$ cat config.mk
export PLATFORM = sky130hd
export DESIGN_NAME = output_port_scheduler
export DESIGN_NICKNAME = d
export VERILOG_FILES = /design/src/rtl/noc_sched_pkg.sv /design/src/rtl/rr_pick4.sv /design/src/rtl/output_port_scheduler.sv
export SDC_FILE = /design/constraint.sdc
export NUM_CORES = 1
export LEC_CHECK = 0
export ABC_AREA = 1
export CAP_MARGIN = 15
export CORE_ASPECT_RATIO = 1.25
export CORE_MARGIN = 2
export CORE_UTILIZATION = 38
export CTS_CLUSTER_DIAMETER = 150
export DETAILED_ROUTE_END_ITERATION = 8
export PLACE_DENSITY = 0.82
export SYNTH_ARGS = -nofsm -noshare
export SYNTH_HDL_FRONTEND = slang
export SYNTH_SLANG_ARGS = --single-unit
$ cat constraint.sdc
create_clock -name clk -period 2.8 [get_ports clk]
set_clock_uncertainty 0.1 [all_clocks]
set_input_delay 0.42 -clock clk [delete_from_list [all_inputs] [get_ports clk]]
set_output_delay 0.42 -clock clk [all_outputs]
set_load 0.02 [all_outputs]
$ cat src/rtl/noc_sched_pkg.sv
// noc_sched_pkg: shared constants and types for the output port scheduler
package noc_sched_pkg;
    localparam int WIDTH_DEF = 33;
    localparam int NUM_SRC = 4;
    typedef logic [1:0] src_id_t;
    localparam src_id_t SRC_A = 2'd0;
    localparam src_id_t SRC_B = 2'd1;
    localparam src_id_t SRC_C = 2'd2;
    localparam src_id_t SRC_D = 2'd3;
endpackage

$ cat src/rtl/rr_pick4.sv
// rr_pick4: combinational round-robin picker over four requests
module rr_pick4
    import noc_sched_pkg::*;
(
    input  logic [NUM_SRC-1:0] req,
    input  src_id_t            ptr,
    output logic               any,
    output src_id_t            winner
);
    // descending scan so the lowest offset from ptr wins
    always_comb begin
        any = |req;
        winner = ptr;
        for (int k = NUM_SRC - 1; k >= 0; k--)
            if (req[ptr + src_id_t'(k)]) winner = ptr + src_id_t'(k);
    end
endmodule

$ cat src/rtl/output_port_scheduler.sv
// output_port_scheduler: round-robin, credit-gated arbiter for one router output
module output_port_scheduler
    import noc_sched_pkg::*;
#(
    parameter int WIDTH = WIDTH_DEF,
    parameter int CREDITS = 4
) (
    input  logic                         clk,
    input  logic                         reset_n,
    input  logic [NUM_SRC*WIDTH-1:0]     in_data,
    input  logic [NUM_SRC-1:0]           in_valid,
    output logic [NUM_SRC-1:0]           in_ready,
    output logic [WIDTH-1:0]             out_data,
    output logic                         out_valid,
    input  logic                         out_ready,
    input  logic                         credit_in,
    output logic [$clog2(CREDITS+1)-1:0] credit_cnt,
    output logic [1:0]                   grant_id,
    output logic                         credit_err
);
    localparam int CW = $clog2(CREDITS + 1);
    src_id_t ptr;
    src_id_t winner;
    logic any;
    logic load;
    rr_pick4 u_pick (
        .req(in_valid),
        .ptr(ptr),
        .any(any),
        .winner(winner)
    );
    // a flit loads when the output slot frees up this cycle and a credit is held
    always_comb begin
        load = (!out_valid || out_ready) && (credit_cnt != '0) && any;
        in_ready = (reset_n && load) ? (4'b0001 << winner) : '0;
    end
    // output register, pointer and credit bookkeeping
    always_ff @(posedge clk or negedge reset_n) begin
        if (!reset_n) begin
            out_data <= '0;
            out_valid <= 1'b0;
            grant_id <= '0;
            ptr <= '0;
            credit_cnt <= CW'(CREDITS);
            credit_err <= 1'b0;
        end else begin
            if (load) begin
                out_data <= in_data[winner*WIDTH +: WIDTH];
                grant_id <= winner;
                out_valid <= 1'b1;
                ptr <= winner + 2'd1;
            end else if (out_ready) begin
                out_valid <= 1'b0;
            end
            credit_cnt <= (credit_in && !load) ? ((credit_cnt == CW'(CREDITS)) ? credit_cnt : credit_cnt + CW'(1))
                        : (load && !credit_in) ? credit_cnt - CW'(1) : credit_cnt;
            if (credit_in && !load && credit_cnt == CW'(CREDITS)) credit_err <= 1'b1;
        end
    end
endmodule

==> flow_summary.toml, run 1 <==
[clock_network]
clk_pin_slew_ns = 0.09
clock_latency_ns = 0.30
cts_sinks = 42
cts_inserted_buffers = 5
clockBufferDepth = 2
cts_hold_buffers = 0
htree_levels = 2
cts_root_buffer = "clkbuf_8"
cts_tree = "built"

[yosys]
synth.net_count = 613
syn_area_mm2 = 0.00306
synth_top_area_share_pct = 33.5
avgSynthCellArea_um2 = 6.54
syn-instance-count = 468
ys_seq_elements = 42
synth_top_cell_by_area = "dfrtp_1"
yosysWarnings = 0
synth.most_common_cell = "nand3_1"
synth_common_cells = "170 x nand3_1, 168 x nand2_1, 41 x dfrtp_1"
yosysUniqueCellTypes = 28
ys.flop_type = "dfrtp_1"
synth_area_leaders = "dfrtp_1 34%, nand3_1 28%, nand2_1 21%"
async_flop_share_pct = 100
synth-edff-count = 0
ys_seq_area_share_pct = 34.4

[grt]
grt_start_max_net_pins = 68
grt.total_usage_pct = 23.7
overflow = 0
grt_pass1_vias = 3706
antenna_found_initial = 0
grt_pass1_wl_um = 17300

[sta]
slew_headroom_pct = 53.5
holdWs_ns = 0.104
final.setup.tns_ns = 0
min_period_ns = 2.69
finalCritPeriodShare_pct = 96.1
tightestPinTransition_ns = 0.697
slew_violations = 0
setup-violations-final = 0
fmax_mhz = 372
timing.final.hold_violations = 0
worst_slack_ns = 0.109

[floorplanning]
ioPinCount = 184
die_width_um = 84.3
die_area_mm2 = 0.00879
die_y_um = 104
start_util_pct = 39.3
fp.coreArea_mm2 = 0.00779
row_count = 36

[critical_path]
max_stage_delay_ns = 0.50
crit_buf_inv = 6
arrival_ns = 2.17
crit_start = "in_valid[3]"
critPathRequiredTime_ns = 2.28
cp_max_fo = 4
cp-end-kind = "primary output"
path_depth = 16
cpMaxStageDelayCell = "clkdlybuf4s50_1"
reg2reg_depth = 15
path_cells = "clkdlybuf4s50_1 > inv_2 > nand2_2 > nand3_2 > nand2_1 > inv_1 > nand2_1 > nand2_2 > nand2_1 > nand2_2 > nand2_2 > inv_2 > ha_1 > inv_1 > nor2_2 > buf_4"
crit_top_cell = "nand2_2"
endpoint = "in_ready[2]"
worst_r2r_endpoint = "out_data[16]"
startpoint_type = "input port"
cpLargestDelayFamily = "buffers and inverters"
critPathKind = "input port to primary output"
r2r_start = "ptr[0]"
rrSetupSlack_ns = 0.29

[final_layout]
final_cells = 739
area_delta_synth_final_pct = 65.8
antenna_cells = 0
fin_util_pct = 65.1
nets = 788
drive_gt1_share_pct = 9.32

[run]
max-cap-violations = 0

[power]
p_leak_nw = 2.37
power_frac_seq_pct = 17.5
switchingPower_mw = 3.50
p_int_mw = 3.16
ir_worst_vdd_mv = 1.92
clkPwrFrac_pct = 7.2
power.density_mw_per_mm2 = 1310
comb_power_share_pct = 75.3
switching_share_pct = 52.6

[placed_design]
portBuffers = 183
dp_cells = 727
dp_slack_ns = -0.391
post-dp-hpwl_um = 7600
gp_congestion = 0.980

[outcome]
status = "finished, final reports clean"

[route]
vias_per_cell = 5.24
antenna_left = 0
firstDrtPassIters = 4
dr.first_iter.drc_count = 186
vias = 3871
wl_per_cell_um = 14.6
route.detailed.drc = 0
wl_um = 10800

[min_path]
hold_class = "input port to async pin"
==> worst reg2reg max path, stage by stage (launching register included) <==
cell	delay, ns
dfrtp_2	0.49
buf_4	0.17
nand2_1	0.06
nand2_1	0.08
nand2_1	0.08
nand2_1	0.06
nand2_1	0.10
nand2_2	0.07
nand2_1	0.08
nand2_2	0.06
nand2_2	0.10
buf_4	0.55
nand2_1	0.18
nand3_1	0.10
nand3_1	0.09
nand2_1	0.08
==> worst min path at each step <==
stage               endpoint  slack [ns]    startpoint
4_1_cts        credit_cnt[1]        0.12       reset_n
3_3_place_gp    out_data[15]        0.36  out_data[15]
2_1_floorplan  credit_cnt[0]        0.02       reset_n
5_1_grt           credit_err        0.16       reset_n
3_5_place_dp     out_data[7]        0.36   out_data[7]
6_report       credit_cnt[0]        0.10       reset_n
==> final cells by class <==
class	instances	area, um^2
Clock buffer	5	68.8
Clock inverter	3	40.0
Fill cell	688	2720
Inverter	20	77.6
Multi-Input combinational cell	370	1750
Sequential cell	42	1050
Tap cell	95	119
Timing Repair Buffer	204	1970
==> layer usage <==
metal | share of wire (%) | vias to the layer above | GRT usage (%)
met5 | 0 | - | 0
met4 | 2.2 | 0 | 8.99
met3 | 7.8 | 22 | 5.08
met2 | 52 | 183 | 41.2
met1 | 38 | 1777 | 28.4
li1 | - | 1889 | -
==> metrics by stage <==
| stage | power [mW] | area [um^2] |
|---|---|---|
| global route | 7.28 | 5070 |
| global placement | 5.94 | 4920 |
| finish | 6.66 | 5070 |
| detailed placement | 6.09 | 4920 |
| floorplan | 4.62 | 3060 |
| CTS | 6.57 | 5020 |
==> registers in the layout (all words and copies together), names as in the netlist <==
signal / count
grant_id: 2
credit_err: 1
ptr: 2
credit_cnt: 3
out_data: 33
out_valid: 1
==> power groups by stage <==
stage	Sequential [mW]	Combinational [mW]	Clock (mW)
final	1.16	5.02	0.480
after global routing	1.20	5.55	0.520
after CTS	1.16	4.92	0.490
after detailed placement	1.17	4.92	0
after global placement	1.16	4.78	0
after floorplan	1.50	3.12	0
==> layout by cell type, fill, tap and decap left out <==
| cell | instances |
|---|---|
| dfrtp_2 | 1 |
| inv_4 | 1 |
| dfrtp_1 | 40 |
| clkdlybuf4s50_1 | 178 |
| o21a_1 | 1 |
| dfstp_2 | 1 |
| buf_4 | 22 |
| xor2_1 | 2 |
| clkinv_2 | 2 |
| buf_2 | 3 |
| bufinv_16 | 1 |
| o21ai_2 | 2 |
| nand3_2 | 4 |
| nor2_2 | 1 |
| o22ai_1 | 1 |
| clkbuf_2 | 1 |
| inv_2 | 6 |
| nor2_1 | 5 |
| o21bai_1 | 1 |
| mux2_2 | 1 |
| or2_2 | 1 |
| nand4_1 | 1 |
| fa_1 | 1 |
| a21oi_1 | 1 |
| o21ai_0 | 4 |
| clkbuf_8 | 5 |
| nand3_1 | 167 |
| nor3_1 | 1 |
| inv_1 | 13 |
| ha_1 | 4 |
| nand2_2 | 8 |
| nand2_1 | 164 |
==> cells by family (layout without fill, tap and decap cells) <==
group	after synthesis	in the layout	synth area share, %
buffers and inverters	56	232	9.65
and+or+nand+nor	352	352	50.9
xor gates and xnor gates	2	2	0.573
AOI/OAI and AO/OA	10	10	1.84
DFF	42	42	34.4
adders and majority gates	5	5	2.29
muxes	1	1	0.368
==> what timing repair did <==
action,CTS,global route
gates resized for setup,10,19
pin swaps,0,0
setup buffers,0,4
endpoints found under the setup margin,4,4
endpoints found under the hold margin,0,0
Power figures use the tool's default switching activity.
==> run 2, diff against run 1 <==
--- a/config.mk
+++ b/config.mk
@@ -13,6 +13,7 @@
 export CTS_CLUSTER_DIAMETER = 150
 export DETAILED_ROUTE_END_ITERATION = 8
 export PLACE_DENSITY = 0.82
+export SKIP_CTS_REPAIR_TIMING = 1
 export SYNTH_ARGS = -nofsm -noshare
 export SYNTH_HDL_FRONTEND = slang
 export SYNTH_SLANG_ARGS = --single-unit
==> results of run 2 <==
Final layout, timing and power as in run 1 (identical DEF).
